File: src/rtl/hpdmc_burst_seq.sv
// hpdmc_burst_seq: data-path sequencer in front of the DDR I/O block.
// Stages one write burst and times op_write/op_read and read-FIFO unload.
module hpdmc_burst_seq #(
  parameter int CL      = 2,
  parameter int WL      = 1,
  parameter int R_DRAIN = 2,
  parameter int TURN    = 2
) (
  input  logic        clk,
  input  logic        rst,
  input  logic        cmd_valid,
  input  logic        cmd_write,
  output logic        cmd_ready,
  input  logic        wr_valid,
  output logic        wr_ready,
  input  logic [63:0] wr_dat,
  input  logic [7:0]  wr_mask,
  output logic        wr_loaded,
  output logic        rd_valid,
  output logic [63:0] rd_dat,
  output logic        op_write,
  output logic        op_read,
  output logic        buffer_w_nextburst,
  output logic        buffer_w_next,
  output logic [7:0]  buffer_w_mask,
  output logic [63:0] buffer_w_dat,
  output logic        buffer_r_nextburst,
  output logic        buffer_r_next,
  input  logic [63:0] buffer_r_dat
);

  typedef enum logic [3:0] {
    S_IDLE,
    S_W_WAIT,
    S_W_DRIVE,
    S_R_WAIT,
    S_R_READ,
    S_R_DRAIN,
    S_R_NEXT,
    S_R_DELIVER,
    S_GAP
  } state_t;

  state_t     state;
  logic [3:0] cnt;
  logic [2:0] wcnt;
  logic       wbusy;
  logic       wtake;
  logic       wclr;
  logic       accept;

  assign wbusy     = (state == S_W_WAIT) || (state == S_W_DRIVE);
  assign wr_loaded = (wcnt == 3'd4);
  assign wr_ready  = ~rst & ~wbusy & (wcnt < 3'd4);
  assign wtake     = wr_valid & wr_ready;
  assign wclr      = (state == S_W_DRIVE) && (cnt == 4'd0);

  assign cmd_ready = ~rst & (state == S_IDLE)
                   & (~cmd_write | wr_loaded);
  assign accept    = cmd_valid & cmd_ready;

  assign buffer_w_nextburst = wtake & (wcnt == 3'd0);
  assign buffer_w_next      = wtake & (wcnt != 3'd0);
  assign buffer_w_mask      = wr_mask;
  assign buffer_w_dat       = wr_dat;
  assign rd_dat             = buffer_r_dat;

  // Staged write word count; emptied once the burst has gone out.
  always_ff @(posedge clk or posedge rst) begin
    if (rst) begin
      wcnt <= 3'd0;
    end else if (wclr) begin
      wcnt <= 3'd0;
    end else if (wtake) begin
      wcnt <= wcnt + 3'd1;
    end
  end

  // Burst sequencer with registered DDR strobes.
  always_ff @(posedge clk or posedge rst) begin
    if (rst) begin
      state              <= S_IDLE;
      cnt                <= 4'd0;
      op_write           <= 1'b0;
      op_read            <= 1'b0;
      rd_valid           <= 1'b0;
      buffer_r_nextburst <= 1'b0;
      buffer_r_next      <= 1'b0;
    end else begin
      case (state)
        S_IDLE: begin
          if (accept && cmd_write) begin
            if (WL == 1) begin
              state    <= S_W_DRIVE;
              op_write <= 1'b1;
              cnt      <= 4'd3;
            end else begin
              state <= S_W_WAIT;
              cnt   <= 4'(WL - 2);
            end
          end else if (accept) begin
            if (CL == 1) begin
              state   <= S_R_READ;
              op_read <= 1'b1;
              cnt     <= 4'd3;
            end else begin
              state <= S_R_WAIT;
              cnt   <= 4'(CL - 2);
            end
          end
        end
        S_W_WAIT: begin
          if (cnt == 4'd0) begin
            state    <= S_W_DRIVE;
            op_write <= 1'b1;
            cnt      <= 4'd3;
          end else begin
            cnt <= cnt - 4'd1;
          end
        end
        S_W_DRIVE: begin
          if (cnt == 4'd0) begin
            op_write <= 1'b0;
            if (TURN == 0) begin
              state <= S_IDLE;
            end else begin
              state <= S_GAP;
              cnt   <= 4'(TURN - 1);
            end
          end else begin
            cnt <= cnt - 4'd1;
          end
        end
        S_R_WAIT: begin
          if (cnt == 4'd0) begin
            state   <= S_R_READ;
            op_read <= 1'b1;
            cnt     <= 4'd3;
          end else begin
            cnt <= cnt - 4'd1;
          end
        end
        S_R_READ: begin
          if (cnt == 4'd0) begin
            op_read <= 1'b0;
            state   <= S_R_DRAIN;
            cnt     <= 4'(R_DRAIN - 1);
          end else begin
            cnt <= cnt - 4'd1;
          end
        end
        S_R_DRAIN: begin
          if (cnt == 4'd0) begin
            state              <= S_R_NEXT;
            buffer_r_nextburst <= 1'b1;
          end else begin
            cnt <= cnt - 4'd1;
          end
        end
        S_R_NEXT: begin
          state              <= S_R_DELIVER;
          buffer_r_nextburst <= 1'b0;
          rd_valid           <= 1'b1;
          buffer_r_next      <= 1'b1;
          cnt                <= 4'd3;
        end
        S_R_DELIVER: begin
          if (cnt == 4'd1) begin
            buffer_r_next <= 1'b0;
          end
          if (cnt == 4'd0) begin
            rd_valid <= 1'b0;
            if (TURN == 0) begin
              state <= S_IDLE;
            end else begin
              state <= S_GAP;
              cnt   <= 4'(TURN - 1);
            end
          end else begin
            cnt <= cnt - 4'd1;
          end
        end
        S_GAP: begin
          if (cnt == 4'd0) begin
            state <= S_IDLE;
          end else begin
            cnt <= cnt - 4'd1;
          end
        end
        default: state <= S_IDLE;
      endcase
    end
  end

endmodule

File: config.mk
export PLATFORM = sky130hd
export DESIGN_NAME = hpdmc_burst_seq
export DESIGN_NICKNAME = d
export VERILOG_FILES = /design/src/rtl/hpdmc_burst_seq.sv
export SDC_FILE = /design/constraint.sdc
export NUM_CORES = 1
export LEC_CHECK = 0
export CAP_MARGIN = 20
export CORE_AREA = 4 4 109 111
export DETAILED_ROUTE_END_ITERATION = 8
export DIE_AREA = 0 0 113 115
export GPL_TIMING_DRIVEN = 0
export PLACE_DENSITY = 0.65
export SLEW_MARGIN = 10
export SYNTH_ARGS = -nofsm -noshare
export SYNTH_HDL_FRONTEND = slang
export SYNTH_SLANG_ARGS = --single-unit
File: constraint.sdc
create_clock -name clk -period 2.4 [get_ports clk]
set_input_delay 0.24 -clock clk [delete_from_list [all_inputs] [get_ports clk]]
set_output_delay 0.24 -clock clk [all_outputs]
set_load 0.1 [all_outputs]
==> summary.txt <==
Place
  • Buffers on Ports: 150
  • Final Wtd Congestion: 0.821
  • DP HPWL: 6030 um
  • Placed Instances: about 560

Min path
  • Min-Delay Path Class: flip-flop to flip-flop
  • Hold EP: op_read
  • Hold Crit Depth: 2
  • Worst min-delay path startpoint: op_read

Critical path
  • Critical path class: flip-flop to output pin
  • Worst Setup End Kind: output pin
  • Reg2reg end: cnt[3]
  • Peak per-stage delay on the critical path: 600 ps
  • Crit path launch type: flip-flop
  • RR Startpoint: wcnt[0]
  • CP max-delay cell: clkdlybuf4s15_2
  • Critical path fanouts, max: 8
  • R2R depth: 7
  • Critical Path, Cell by Cell: clkbuf_1 -> nor2_1 -> a211oi_4 -> clkdlybuf4s15_2
  • Req. time, crit path: 2160 ps
  • R2r setup slk: 260 ps
  • CP arrival: roughly 2000 ps

Power and ir drop
  • Pwr/cell area: 950 nW/um^2
  • Pleak: 1.80 nW
  • Worst IR drop on VDD: 0.000551 V
  • Switch share: between 60% and 70%
  • Share of power burned in registers: a little over an eighth
  • Gate power share: 80.1%
  • Clk network pwr share: 6.5%
  • Switch Pwr: about 2.3 mW
  • Total power: around 3.7 mW
  • Pint: 1.46 mW

Synthesis
  • Prevailing post-synth register cell: dfrtp_1
  • Post-synthesis sequential area ratio: 18.3%
  • Synth Net Count: 417
  • Cell variety after synth: 50
  • Ys Warns: 0
  • Async SR Flop Fraction: 100%
  • Post-synth EDFFs: 0
  • Syn_area_per_cell: 8.05 um^2
  • Synthesized area: 2180 um^2
  • Syn Inst Count: approximately 270
  • Register bit total from synthesis: 16

Layout
  • Layout cells sized above 1: 39.1%
  • Nets@finish: 572
  • Layout fillers: 1059
  • Antenna cells: 0
  • Post-route insts no fill: between 500 and 600
  • Most frequent cells in the layout: clkdlybuf4s50_1 (145), buf_4 (137), nor2_1 (16), dfrtp_1 (16), nand2_1 (13)
  • Area growth from synthesis to layout: 80.8%
  • Final Core Density: 36.6%
  • Commonest non-fill, non-tap cell in the layout: clkdlybuf4s50_1

Route
  • DRT iter0 DRCs: 78
  • DRC: 0
  • Vias per cell: 3.96
  • Antenna viol nets, final: 0
  • Length of the first detailed-routing pass in iterations: 4
  • WL final: approximately 6800 um
  • Wire per inst: ~12 um
  • DR vias: 2237

STA
  • Tcrit/Tclk final: between 90 and 100%
  • Fin crit period: 2260 ps
  • Setup violators final: 0
  • Fin. max-slew vios: 0
  • Unrepaired setup endpoints after global routing: no
  • Least-Margin Pin Slew: 1010 ps
  • Fmax: between 400 and 500 MHz
  • Max-slew headroom: 32.6%
  • Fin. Hold Viols: 0
  • Layout Skew: 8.21 ps

Floorplan
  • Num rows: 38
  • Initial cell density of the core: 20.2%
  • Chip width: 113 um
  • Core footprint: 10800 um^2
  • Height of the die: between 100 and 150 um
  • I/O Pins: 287
  • Die area: 13000 um^2

Run
  • Max capacitance violation total: 0

Clock tree
  • CTS root buf: clkbuf_8
  • Clock latency on the worst-skew pair: 250 ps
  • Clock Tree Buf Depth: 2
  • Clock Pin Slew Worst Setup and Hold Paths: roughly 70 ps
  • Total CTS buffers: 3
  • CTS Sinks: 16
  • CTS tree: done
  • H-tree depth: 1

Global routing
  • Largest net degree at the start of global routing: 17
  • GRT Total Usage: a little under a tenth
  • First-pass GRT wire length: roughly 10000 um
  • Initial antenna violation count: 0
  • GRT Residual Overflow: 0
  • Vias in the first global route: 2176

Outcome
  • Outcome: complete, no violations
==> metal layers <==
layer / track usage, % / vias to the layer above / part of all wire, %
met5: 0 / - / 0
met4: 1.76 / 0 / 0.66
met3: 4.79 / 4 / 15
met2: 16.5 / 176 / 52
met1: 9.69 / 994 / 33
li1: - / 1063 / -
==> cell type report <==
class / instances / area (um^2) / share of cell area [%]
sequential: 16 / 400 / 10.1
multi-input combinational: 102 / 713 / 18.1
buffer: 144 / 1080 / 27.4
timing repair buffer: 150 / 1490 / 37.7
inverter: 9 / 33.8 / 0.856
clock buffer: 4 / 55.1 / 1.40
tap: 140 / 175 / 4.44
==> repair_timing <==
item                                   4_1_cts  5_1_grt
buffers inserted                             0        0
setup endpoints to repair                    5        4
hold buffers                                 0        0
gates resized for setup                     18        5
endpoints found under the hold margin        0        0
==> worst max-delay path by stage <==
stage,start,endpoint,depth (start not counted)
floorplan,state[1],buffer_w_next,5
global placement,state[3],buffer_w_next,6
detailed placement,state[3],buffer_w_next,6
CTS,state[3],cmd_ready,4
global route,state[3],buffer_w_next,6
finish,state[3],wr_ready,4
==> per-stage QoR <==
step	hold WS [ps]	worst slack (ps)	area (um^2)	TNS, ps
after floorplan	154	-247	2230	-409
after global placement	498	-340	3900	-1090
after detailed placement	508	-371	3900	-1180
after CTS	525	13.5	3950	0
after global routing	564	20.8	3950	0
final	521	138	3950	0
==> cell families (layout without fill, tap and decap cells) <==
| group | Yosys count | in the layout | share of synthesized area (%) |
|---|---|---|---|
| flops | 16 | 16 | 18.3 |
| simple gates | 53 | 53 | 13.0 |
| compound gates | 41 | 41 | 13.9 |
| xor+xnor | 3 | 3 | 1.20 |
| buf+inv | 153 | 307 | 50.7 |
| fa+ha+maj | 5 | 5 | 2.87 |
==> power groups by stage <==
stage	combinational (mW)	clock, mW	sequential (mW)
floorplan	2.23	0	0.717
CTS	3.02	0.250	0.506
finish	3.00	0.242	0.504
global route	3.19	0.257	0.520
detailed placement	3.03	0	0.512
global placement	3.00	0	0.503
==> synth_stat cells, drive strengths merged (3+ instances only) <==
cell type	number	area, um^2
a211oi	3	27.5
a21oi	5	25.0
a31oi	4	25.0
buf	142	1070
dfrtp	16	400
ha	5	62.6
inv	9	33.8
nand2	14	52.6
nor2	18	75.1
nor2b	3	21.3
o21ai	9	45.0
o31ai	3	27.5
==> flip-flops by register name, indices dropped and copies added (netlist names) <==
name                count
buffer_r_nextburst      1
cnt                     4
wcnt                    3
op_read                 1
buffer_r_next           1
state                   4
op_write                1
rd_valid                1
==> worst max-delay path: cells and delay by family (launching register included) <==
family	cells	cell delay (ps)
buf+inv	2	920
flops	1	320
simple gates	1	170
compound gates	1	340
Power figures use the tool's default switching activity.
==> RTL edit 1: new RTL, same settings <==
The 9 states of `state_t` get a Gray code encoding in 4 bits.
--- a/src/rtl/hpdmc_burst_seq.sv
+++ b/src/rtl/hpdmc_burst_seq.sv
@@ -30,15 +30,15 @@
 );
 
   typedef enum logic [3:0] {
-    S_IDLE,
-    S_W_WAIT,
-    S_W_DRIVE,
-    S_R_WAIT,
-    S_R_READ,
-    S_R_DRAIN,
-    S_R_NEXT,
-    S_R_DELIVER,
-    S_GAP
+    S_IDLE      = 4'b0000,
+    S_W_WAIT    = 4'b0001,
+    S_W_DRIVE   = 4'b0011,
+    S_R_WAIT    = 4'b0010,
+    S_R_READ    = 4'b0110,
+    S_R_DRAIN   = 4'b0111,
+    S_R_NEXT    = 4'b0101,
+    S_R_DELIVER = 4'b0100,
+    S_GAP       = 4'b1100
   } state_t;
 
   state_t     state;
Check against the original RTL: same outputs for any inputs over 10 cycles, from zero or initial values and one cycle with rst high; not proved beyond that.
==> RTL edit 1 against the unedited design <==
Count of clock-buffer cells in the layout down 1. Total power fell by 12%. Critical path depth increased by 2. Cell area decreased by 2.6%. Highest routed layer unchanged. Fmax rose by 1.1%. Die area is the same. Setup slack gained 25 ps. Critical path type is now reg2reg. Wire length rose by 2.5%. Sequential cell count is the same. Synthesized area is 4.0% lower.
==> RTL edit 1: results (changes against the unedited design) <==
| Metric | Value |
|---|---|
| Vias in the first global route | `2312 (was 2176)` |
| Number of design-rule violations left by the first detailed-router iteration | `54 (was 78)` |
| Class of the worst hold path | `in2async (was reg2reg)` |
| Net count of the finished layout | `564 (was 572)` |
| Reg-to-reg startpoint | `cnt[0] (was wcnt[0])` |
| Combinational Power Share | `78.4% (was 80.1%)` |
| Avg Vias per Cell | `3.89 (was 3.96)` |
| Worst-case vdd ir drop | `335 uV (was 551 uV)` |
| Internal reg-to-reg setup slack | `160 ps (was 260 ps)` |
| Post-synthesis async set-or-reset flop share | `100% (unchanged)` |
| Met1 layer usage reported by global route | `9.30% (was 9.69%)` |
| Placer's final routability congestion estimate | `0.785 (was 0.821)` |
| Count of distinct cell types in the synthesized netlist | `45 (was 50)` |
| Worst EP arrival | `2370 ps (was 2020 ps)` |
| Met1 wire length | `2.19 mm (was 2.22 mm)` |
| Number of fill cells in the layout | `1096 (was 1059)` |
| Met3 usage | `3.05% (was 4.79%)` |
| Placed wire-length estimate after detailed placement | `6.17 mm (was 6.03 mm)` |
| WL final | `6.96 mm (was 6.79 mm)` |
| Comb group | `2.58 mW (was 3.00 mW)` |
| Max-Slew Margin vs Limit | `33.5% (was 32.6%)` |
| Net count of the mapped netlist | `408 (was 417)` |
| End of the worst register-to-register path | `cnt[0] (was cnt[3])` |
| Met3 WL | `906 um (was 1.03 mm)` |
| Crit path max fanout | `7 (was 8)` |
| Met2 wirelength from detailed routing | `3.77 mm (was 3.50 mm)` |
| Dominant cells by area after synthesis | `buf_4 49%, dfrtp_1 19%, nand2_1 3.2% (was buf_4 47%, dfrtp_1 18%, nor2_1 2.9%)` |
| Synth cell count leaders | `136 x buf_4, 18 x nand2_1, 16 x dfrtp_1, 9 x nor2_1, 9 x o21ai_0 (was 137 x buf_4, 17 x nor2_1, 16 x dfrtp_1, 14 x nand2_1, 9 x inv_1)` |
| Share of Yosys cell area claimed by the top area cell type | `48.7% (was 47.1%)` |
| Sw frac | `62.0% (was 61.1%)` |
| Clock group share of total power | `6.1% (was 6.5%)` |
| First-pass GRT wire length | `10.5 mm (was 9.98 mm)` |
| Met2 usage in global routing | `19.0% (was 16.5%)` |
| Cell leakage power | `1.73 nW (was 1.80 nW)` |
| Aggregate global-route resource usage | `9.58% (was 9.18%)` |
| Setup clock skew after layout | `2.16 ps (was 8.21 ps)` |
| Register-to-Register Path Depth | `6 (was 7)` |
| Fraction of final layout cells with drive strength greater than 1 | `39.1% (about the same)` |
| Proportion of synthesized chip area in sequential cells | `19.1% (was 18.3%)` |
| Run status | `finished, final reports clean (unchanged)` |
| CTS clock-pin slew for the worst setup and hold paths | `60 ps` |
-- RTL edit 1: critical path, stage by stage, from the launching register on --
cell,delay [ps]
dfrtp_1,420
inv_1,100
ha_1,230
nor3b_2,490
a31oi_1,170
o211ai_2,340
mux2_2,370
-- RTL edit 1: worst max path at each step --
stage                         end  startpoint  slack (ps)
2_1_floorplan  buffer_w_nextburst    state[0]          20
3_3_place_gp   buffer_w_nextburst         rst        -880
3_5_place_dp   buffer_w_nextburst         rst        -890
4_1_cts                 cmd_ready    state[2]          30
5_1_grt                    cnt[0]      cnt[0]           6
6_report                   cnt[0]      cnt[0]         160
-- RTL edit 1: area by class of cell --
type | count | area share, %
tap | 140 | 4.56
timing repair buffer | 151 | 38.9
clock buffer | 3 | 1.07
buffer | 140 | 27.0
inverter | 7 | 0.782
sequential | 16 | 10.4
multi-input combinational | 100 | 17.3
-- RTL edit 1: kinds of logic after synthesis --
| logic type | synth area share (%) |
|---|---|
| buffers and inverters | 50.8 |
| and+or+nand+nor | 14.8 |
| AOI/OAI and AO/OA | 11.6 |
| DFF | 19.1 |
| adders and majority gates | 2.39 |
| xor gates and xnor gates | 0.836 |
| muxes | 0.538 |
-- RTL edit 1: timing repair --
action                                  CTS  global route
hold buffers                              0             0
endpoints found under the setup margin    5             3
gates resized for setup                  18             5
buffers inserted                          1             0
pin swaps                                 0             0
-- RTL edit 1: per-stage QoR --
step	setup WS [ps]	area, sq um	TNS [ps]	cells	hold slack (ps)
floorplan	22.6	2130	0	263	171
global placement	-877	3800	-2530	553	471
detailed placement	-890	3800	-2560	553	474
CTS	30.7	3850	0	557	475
global route	5.51	3840	0	557	497
finish	163	3840	0	557	476
==> RTL edit 2: new RTL, same settings <==
Without the edit above. The parameter `WL` goes from 1 to 0.
--- a/src/rtl/hpdmc_burst_seq.sv
+++ b/src/rtl/hpdmc_burst_seq.sv
@@ -2,7 +2,7 @@
 // Stages one write burst and times op_write/op_read and read-FIFO unload.
 module hpdmc_burst_seq #(
   parameter int CL      = 2,
-  parameter int WL      = 1,
+  parameter int WL      = 0,
   parameter int R_DRAIN = 2,
   parameter int TURN    = 2
 ) (
Function: changed (a bounded check fails within 10 cycles, from zero or initial values and one cycle with rst high).
==> RTL edit 2 against the unedited design <==
Sequential cell count unchanged. Die area stayed put. Total power decreased by 7.3%. Critical path depth unchanged. Setup slack got worse by 19 ps. Cell area up 0.76%. Wire length grew 5.5%. Core utilization increased by 0.28 points. Synthesized area decreased by 0.29%. Sequential share of layout area is 0.077 points lower. Worst hold slack lost 16 ps. Combinational power down 8.3%. Critical endpoint is now wr_loaded.
==> RTL edit 2: results (changes against the unedited design) <==
| Metric | Value |
|---|---|
| Run status | `finished, final reports clean (unchanged)` |
| Worst-case vdd ir drop | `479 uV (was 551 uV)` |
| Placer's final routability congestion estimate | `0.819 (was 0.821)` |
| Crit path max fanout | `4 (was 8)` |
| Vias in the first global route | `2375 (was 2176)` |
| Number of design-rule violations left by the first detailed-router iteration | `87 (was 78)` |
| WL final | `7.16 mm (was 6.79 mm)` |
| Number of vias in the routed layout | `2263 (was 2237)` |
| Max-Slew Margin vs Limit | `31.8% (was 32.6%)` |
| Placement-stage worst setup slack | `-1080 ps (was -371 ps)` |
| Root buffer cell | `clkbuf_8 (unchanged)` |
| Final number of setup-violating endpoints | `0 (unchanged)` |
| Class of the worst hold path | `in2async (was reg2reg)` |
| Proportion of synthesized chip area in sequential cells | `18.4% (was 18.3%)` |
| Register-to-Register Path Depth | `8 (was 7)` |
| Aggregate global-route resource usage | `9.66% (was 9.18%)` |
| Cell leakage power | `1.79 nW (was 1.80 nW)` |
| Net switching power | `2.14 mW (was 2.29 mW)` |
| Fraction of final layout cells with drive strength greater than 1 | `37.0% (was 39.1%)` |
| Synth cell count leaders | `136 x buf_4, 20 x o21ai_0, 16 x dfrtp_1, 14 x nor2_1, 13 x nand2_1 (was 137 x buf_4, 17 x nor2_1, 16 x dfrtp_1, 14 x nand2_1, 9 x inv_1)` |
| Net count of the finished layout | `580 (was 572)` |
| Worst EP arrival | `2040 ps (was 2020 ps)` |
| Number of fill cells in the layout | `1068 (was 1059)` |
| Count of distinct cell types in the synthesized netlist | `41 (was 50)` |
| Placed wire-length estimate after detailed placement | `6.18 mm (was 6.03 mm)` |
| First-pass GRT wire length | `10.8 mm (was 9.98 mm)` |
-- RTL edit 2: cell types whose count changed after synthesis, moves of 3 or more --
cell	unedited run	this run
o21ai_0	8	20
nor3_1	0	3
clkbuf_1	2	5
nor2_1	17	14
-- RTL edit 2: per-layer routing --
| layer | share of wire (%) | track usage, % | up-vias |
|---|---|---|---|
| li1 | - | - | 1093 |
| met1 | 34 | 10.8 | 993 |
| met2 | 53 | 18.3 | 172 |
| met3 | 12 | 2.84 | 5 |
| met4 | 0.61 | 1.52 | 0 |
| met5 | 0 | 0 | - |
-- RTL edit 2: cell type report --
| class | instances | area (sq um) | share of cell area [%] |
|---|---|---|---|
| Buffer | 146 | 1080 | 27.1 |
| Tap cell | 140 | 175 | 4.41 |
| Inverter | 9 | 37.5 | 0.944 |
| Sequential cell | 16 | 400 | 10.1 |
| Clock buffer | 4 | 55.1 | 1.38 |
| Multi-Input combinational cell | 107 | 731 | 18.4 |
| Timing Repair Buffer | 151 | 1500 | 37.7 |
-- RTL edit 2: logic make-up after synthesis --
group,count (synthesis),synth area share (%)
and+or+nand+nor,51,12.4
DFF,16,18.4
AOI/OAI and AO/OA,48,14.1
adders and majority gates,5,2.88
buffers and inverters,155,51.0
xor gates and xnor gates,3,1.21
-- RTL edit 2: what timing repair did --
action | in CTS | in global routing
pin swaps | 0 | 0
hold endpoints to repair | 0 | 0
resized for setup | 22 | 5
endpoints found under the setup margin | 5 | 5
setup buffers | 1 | 0
-- RTL edit 2: worst max-delay path, stage by stage, from the launching register on --
cell and delay, ps:
dfrtp_1 380, inv_1 100, ha_1 270, and2_1 170, dlygate4sd2_1 860
-- RTL edit 2: worst paths after layout --
kind | start | end | slack (ps)
setup reg to reg | cnt[0] | cnt[2] | 210
setup / recovery | wcnt[0] | wr_loaded | 120
hold / removal | rst | cnt[0] | 500
min in group clk | buffer_r_nextburst | buffer_r_nextburst | 520
max in group asynchronous | rst | state[1] | 1710
hold reg to reg | buffer_r_nextburst | buffer_r_nextburst | 520
-- RTL edit 2: power by group through the flow --
stage | sequential [mW] | combinational (mW) | clock [mW]
4_1_cts | 0.472 | 2.75 | 0.253
6_report | 0.474 | 2.75 | 0.249
3_5_place_dp | 0.477 | 2.75 | 0
2_1_floorplan | 0.648 | 2.03 | 0
5_1_grt | 0.491 | 2.92 | 0.267
3_3_place_gp | 0.472 | 2.73 | 0
-- RTL edit 2: metrics by stage --
step	hold slack [ps]	util (%)	area, sq um	total power [mW]	instances
3_3_place_gp	493	36.1	3900	3.21	568
4_1_cts	519	36.7	3960	3.47	573
6_report	505	36.8	3980	3.47	573
5_1_grt	537	36.8	3980	3.68	573
2_1_floorplan	169	-	2220	2.68	278
3_5_place_dp	506	36.1	3900	3.23	568
